===== config.mk =====
export PLATFORM = sky130hd
export DESIGN_NAME = round_seq
export DESIGN_NICKNAME = d
export VERILOG_FILES = /design/src/rtl/round_seq.sv
export SDC_FILE = /design/constraint.sdc
export NUM_CORES = 1
export LEC_CHECK = 0
export CAP_MARGIN = 10
export CORE_ASPECT_RATIO = 0.5
export CORE_MARGIN = 2
export CORE_UTILIZATION = 48
export DETAILED_ROUTE_END_ITERATION = 7
export PLACE_DENSITY = 0.77
export SLEW_MARGIN = 20
export SYNTH_ARGS = -nofsm -noshare
export SYNTH_HDL_FRONTEND = slang
export SYNTH_SLANG_ARGS = --single-unit
export TNS_END_PERCENT = 5

===== constraint.sdc =====
create_clock -name clk -period 2.28 [get_ports clk]
set_input_delay 0.342 -clock clk [delete_from_list [all_inputs] [get_ports clk]]
set_output_delay 0.342 -clock clk [all_outputs]
set_load 0.02 [all_outputs]

===== src/rtl/round_seq.sv =====
// Multi-cycle FPU rounding sequencer: sticky collection, increment, carry renormalisation, overflow substitution.
// Optional ROUND_SEQ_FLAGS_EN keeps the inexact/overflow flag registers; without it both flags read 0.
module round_seq #(
    parameter int N = 53,
    parameter int G = 53,
    parameter int E = 11
) (
    input  logic           clk,
    input  logic           rst_n,
    input  logic           in_valid,
    output logic           in_ready,
    input  logic           sign_in,
    input  logic [E-1:0]   exp_in,
    input  logic [N+G-1:0] sig_in,
    input  logic [1:0]     rm_in,
    output logic           out_valid,
    input  logic           out_ready,
    output logic           sign_out,
    output logic [E-1:0]   exp_out,
    output logic [N-1:0]   sig_out,
    output logic           inexact,
    output logic           overflow
);

    // Handshake: a transfer happens on a rising edge where valid and ready are both 1;
    // in_ready is high only in IDLE, out_valid holds with its data until out_ready is seen.
    localparam logic [2:0] S_IDLE   = 3'd0;
    localparam logic [2:0] S_STICKY = 3'd1;
    localparam logic [2:0] S_INC    = 3'd2;
    localparam logic [2:0] S_CHECK  = 3'd3;
    localparam logic [2:0] S_DONE   = 3'd4;

    localparam logic [1:0] RM_RNE = 2'b00;
    localparam logic [1:0] RM_RTZ = 2'b01;
    localparam logic [1:0] RM_RUP = 2'b10;
    localparam logic [1:0] RM_RDN = 2'b11;

    localparam logic [E-1:0] EXP_INF = {E{1'b1}};
    localparam logic [E-1:0] EXP_MAX = {{(E-1){1'b1}}, 1'b0};
    localparam logic [N-1:0] SIG_ONE = {1'b1, {(N-1){1'b0}}};

    logic [2:0]     state;
    logic           sign_r;
    logic [E-1:0]   exp_r;
    logic [N+G-1:0] sig_r;
    logic [1:0]     rm_r;
    logic           inc_r;
    logic [N-1:0]   sig_rnd;

    logic [N-1:0]   sig_hi;
    logic           bit_l, bit_r, bit_s;
    logic           inc_c;
    logic           sig_all_ones, exp_all_ones;
    logic [E-1:0]   res_exp;
    logic [N-1:0]   res_sig;

    assign in_ready = (state == S_IDLE);

    assign sig_hi = sig_r[N+G-1:G];
    assign bit_l  = sig_r[G];
    assign bit_r  = sig_r[G-1];
    assign bit_s  = |sig_r[G-2:0];

    // AND-tree reductions: significand carry-out and exponent overflow detection
    assign sig_all_ones = &sig_hi;
    assign exp_all_ones = &exp_r;

    always_comb begin
        inc_c = 1'b0;
        case (rm_r)
            RM_RNE:  inc_c = bit_r & (bit_s | bit_l);
            RM_RTZ:  inc_c = 1'b0;
            RM_RUP:  inc_c = ~sign_r & (bit_r | bit_s);
            RM_RDN:  inc_c = sign_r & (bit_r | bit_s);
            default: inc_c = 1'b0;
        endcase
    end

    // Overflow substitution: infinity when rounding away from zero, else largest finite
    always_comb begin
        res_exp = exp_r;
        res_sig = sig_rnd;
        if (exp_all_ones) begin
            res_exp = EXP_MAX;
            res_sig = {N{1'b1}};
            if ((rm_r == RM_RNE) ||
                (rm_r == RM_RUP && !sign_r) ||
                (rm_r == RM_RDN && sign_r)) begin
                res_exp = EXP_INF;
                res_sig = '0;
            end
        end
    end

    always_ff @(posedge clk or negedge rst_n) begin
        if (!rst_n) begin
            state     <= S_IDLE;
            sign_r    <= 1'b0;
            exp_r     <= '0;
            sig_r     <= '0;
            rm_r      <= RM_RNE;
            inc_r     <= 1'b0;
            sig_rnd   <= '0;
            out_valid <= 1'b0;
            sign_out  <= 1'b0;
            exp_out   <= '0;
            sig_out   <= '0;
        end else begin
            case (state)
                S_IDLE: begin
                    if (in_valid) begin
                        sign_r <= sign_in;
                        exp_r  <= exp_in;
                        sig_r  <= sig_in;
                        rm_r   <= rm_in;
                        state  <= S_STICKY;
                    end
                end
                S_STICKY: begin
                    inc_r <= inc_c;
                    state <= S_INC;
                end
                S_INC: begin
                    // An all-ones exponent is left alone so CHECK still sees the overflow
                    if (inc_r && sig_all_ones) begin
                        sig_rnd <= SIG_ONE;
                        if (!exp_all_ones) exp_r <= exp_r + 1'b1;
                    end else begin
                        sig_rnd <= sig_hi + {{(N-1){1'b0}}, inc_r};
                    end
                    state <= S_CHECK;
                end
                S_CHECK: begin
                    sign_out <= sign_r;
                    exp_out  <= res_exp;
                    sig_out  <= res_sig;
                    state    <= S_DONE;
                end
                S_DONE: begin
                    if (!out_valid) begin
                        out_valid <= 1'b1;
                    end else if (out_ready) begin
                        out_valid <= 1'b0;
                        state     <= S_IDLE;
                    end
                end
                default: state <= S_IDLE;
            endcase
        end
    end

`ifdef ROUND_SEQ_FLAGS_EN
    logic rs_r;

    always_ff @(posedge clk or negedge rst_n) begin
        if (!rst_n) begin
            rs_r     <= 1'b0;
            inexact  <= 1'b0;
            overflow <= 1'b0;
        end else begin
            if (state == S_STICKY) rs_r <= bit_r | bit_s;
            if (state == S_CHECK) begin
                overflow <= exp_all_ones;
                inexact  <= exp_all_ones | rs_r;
            end
        end
    end
`else
    assign inexact  = 1'b0;
    assign overflow = 1'b0;
`endif

endmodule


==> run metrics <==
Worst Path Arrival=2680 ps; synthesized cell area=10800 µm²; Via Count=9563; Logic pwr share=42.8%; fill count=1750; Longest Clk Path Bufs=3; synth unique cells=52; critical path data required time=roughly 2700 ps; share of layout cells above drive strength 1=9.02%; Pint=12.4 mW; largest net degree at the start of global routing=65; GRT Util Overall=25.1%; synth warn=0; pre-CTS setup slack=-1.70 ps; Total Die Area=roughly 24000 µm²; Avg Inst Size Synth=8.73 µm²; DR pass1 iterations=5; Post-DRT Antenna Nets=0; Reg power frac=between 30 and 40%; Die W=216 µm; worst slew pin tran=502 ps; Hold Violations, Final=0; Lkg Pwr=6.54 nW; Crit. End Element=register; fmax=440 MHz; nets=between 1500 and 2000; Post-Syn Instances=around 1200; Net Sw Frac=40.1%; type of the worst min-delay path=primary input to asynchronous set/reset pin; Die H=110 µm; DR iter-0 viols=between 700 and 800; routed length per instance=approximately 17 µm; CP Launch Type=register; post-DP HPWL=~21000 µm; Worst VDD drop=757 µV; RSZ-0062 raised after global routing=true; total CTS buffers=23; max-cap viol count=0; switching pwr=between 8 and 9 mW; Port-buffer cells=190; Clk Latency, worst-skew pair=530 ps; # DRC=0; Post-synth EDFFs=0; final setup fails=0; outcome=finished clean; Post-synth ARST share=100%; register area share after synthesis=56.2%; vias in the first global route=~9300; Clk pwr share=18.8%; # IOs=193; diode count=0; H-tree Lvls=1; CTS tree=built; Relative slew margins=66.3%; max-slew violations=0; core box area=21900 µm²; Final WS setup=8.38 ps; Worst-path clk slew=70 ps; GRT overflow=0; # rows=38; Synth Register Bits=243; area grow syn2layout=32.0%; CP Max Fanout=4; Final min period=between 2000 and 2500 ps; Initial Util=49.4%; root buf cell=clkbuf_16; Via density=roughly 5.4; Final GP Congestion=between 0.9 and 1; Final TNS setup=0 ps; Clock Skew=approximately 22 ps; first-pass GRT wire length=47500 µm; Pwr per Cell Area=approximately 1500 nW/µm²; drt total wl=29500 µm; Clock Sinks=between 200 and 250; critical path class=register to register; initial antenna violation count=0; Synth Flop Type=dfrtp_1; final clock period utilization by the worst path=approximately 100%
-- flip-flops by register name, summed over array words and instances, names as in the netlist, 2 cells and up --
| name | flops |
|---|---|
| exp_r | 11 |
| sig_r | 106 |
| state | 3 |
| sig_rnd | 53 |
| exp_out | 11 |
| sig_out | 53 |
| rm_r | 2 |
-- worst max-delay path: stages (launching register included) --
cell and delay, ps:
dfrtp_1 370, nand4_2 140, or2_4 260, or4_4 600
nor3_4 280, buf_6 160, a311oi_4 80, a311oi_2 260
-- worst paths after layout --
path / startpoint / endpoint / slack (ps) / depth (start not counted)
min in group clk: sig_in[56] / sig_r[56] / 340 / 3
setup reg to reg: sig_r[72] / exp_r[4] / 8 / 7
max in group asynchronous: rst_n / sig_out[34] / 1240 / 3
hold reg to reg: exp_out[1] / exp_out[1] / 470 / 2
setup / recovery: sig_r[72] / exp_r[4] / 8 / 7
hold / removal: rst_n / exp_out[7] / 340 / 2
-- synthesized netlist by cell type, types with 5 or more instances --
library cell	instances	area (µm²)
nand2_1	494	1850
dfrtp_1	243	6080
nor2_1	85	319
a21oi_1	58	290
clkbuf_1	56	210
o21ai_0	54	270
xnor2_1	28	245
nand3_1	25	125
nor4_1	24	150
xor2_1	24	210
nor3_1	23	115
nand4_1	21	131
and3_1	13	81.3
inv_1	10	37.5
o31ai_1	8	60.1
o22ai_1	7	43.8
and4_1	6	52.6
a311oi_1	5	43.8
-- stage by stage --
step | instance area [µm²] | util, % | hold slack (ps) | power [mW] | instances
4_1_cts | 14200 | 64.7 | 326 | 20.7 | 1769
3_3_place_gp | 13400 | 61.2 | 286 | 16.4 | 1726
6_report | 14300 | 65.2 | 336 | 20.7 | 1774
5_1_grt | 14300 | 65.2 | 347 | 22.2 | 1774
3_5_place_dp | 13400 | 61.2 | 293 | 16.7 | 1726
2_1_floorplan | 10800 | - | 46.4 | 13.0 | 1241
-- layout by cell type, fill, tap and decap left out, types with 2 or more instances in the layout --
cell               n
and4_4             2
nand4_2            2
a211oi_1           4
bufinv_16          3
nand3_1           24
xnor2_1           28
o22ai_1            7
buf_12             9
clkinvlp_4         2
xor2_1            24
clkbuf_16         23
a311oi_1           3
a21oi_1           57
dfrtp_1          243
nor3_1            22
o21ai_1            2
and3_1            13
buf_4             61
and4_2             2
clkdlybuf4s50_1  189
inv_1             10
and4_1             5
or4_4              2
nand2_1          492
o21ai_0           54
clkinv_2           3
a41oi_1            2
nand4_1           21
nor2_1            83
clkbuf_1           7
o31ai_1            8
nor4_1            22
ha_1               4
conb_1             2
and2_1             4
-- per-layer routing --
metal	wire length [µm]	track usage (%)
met1	13200	34.6
met2	14000	41.3
met5	0	0
met3	1540	4.31
met4	719	7.34
-- cells by family after synthesis --
family,synth area share (%)
compound gates,7.57
xor+xnor,4.21
fa+ha+maj,0.462
buf+inv,3.28
flops,56.2
mux,0.208
other cells,0.0346
simple gates,28.1
-- final cells by class --
type	instances	area (µm²)	area share, %
Clock buffer	31	616	4.31
Clock inverter	9	129	0.902
Inverter	10	37.5	0.263
Multi-Input combinational cell	919	4490	31.4
Sequential cell	243	6080	42.5
Tap cell	300	375	2.63
Timing Repair Buffer	262	2570	18.0
-- what timing repair did --
| action | CTS | global route |
|---|---|---|
| hold buffers | 1 | 0 |
| resized for setup | 0 | 13 |
| setup endpoints to repair | 1 | 53 |
| pin swaps | 1 | 9 |
| buffers inserted | 2 | 5 |
| hold endpoints to repair | 52 | 0 |
-- power groups by stage --
stage                     clock [mW]  sequential, mW  combinational [mW]
final                           3.89            7.97                8.87
after CTS                       3.96            7.94                8.81
after global placement             0            7.89                8.48
after global routing            4.14            8.20                9.87
after floorplan                    0            8.44                4.52
after detailed placement           0            7.99                8.73
(Power assumes the default switching activity.)
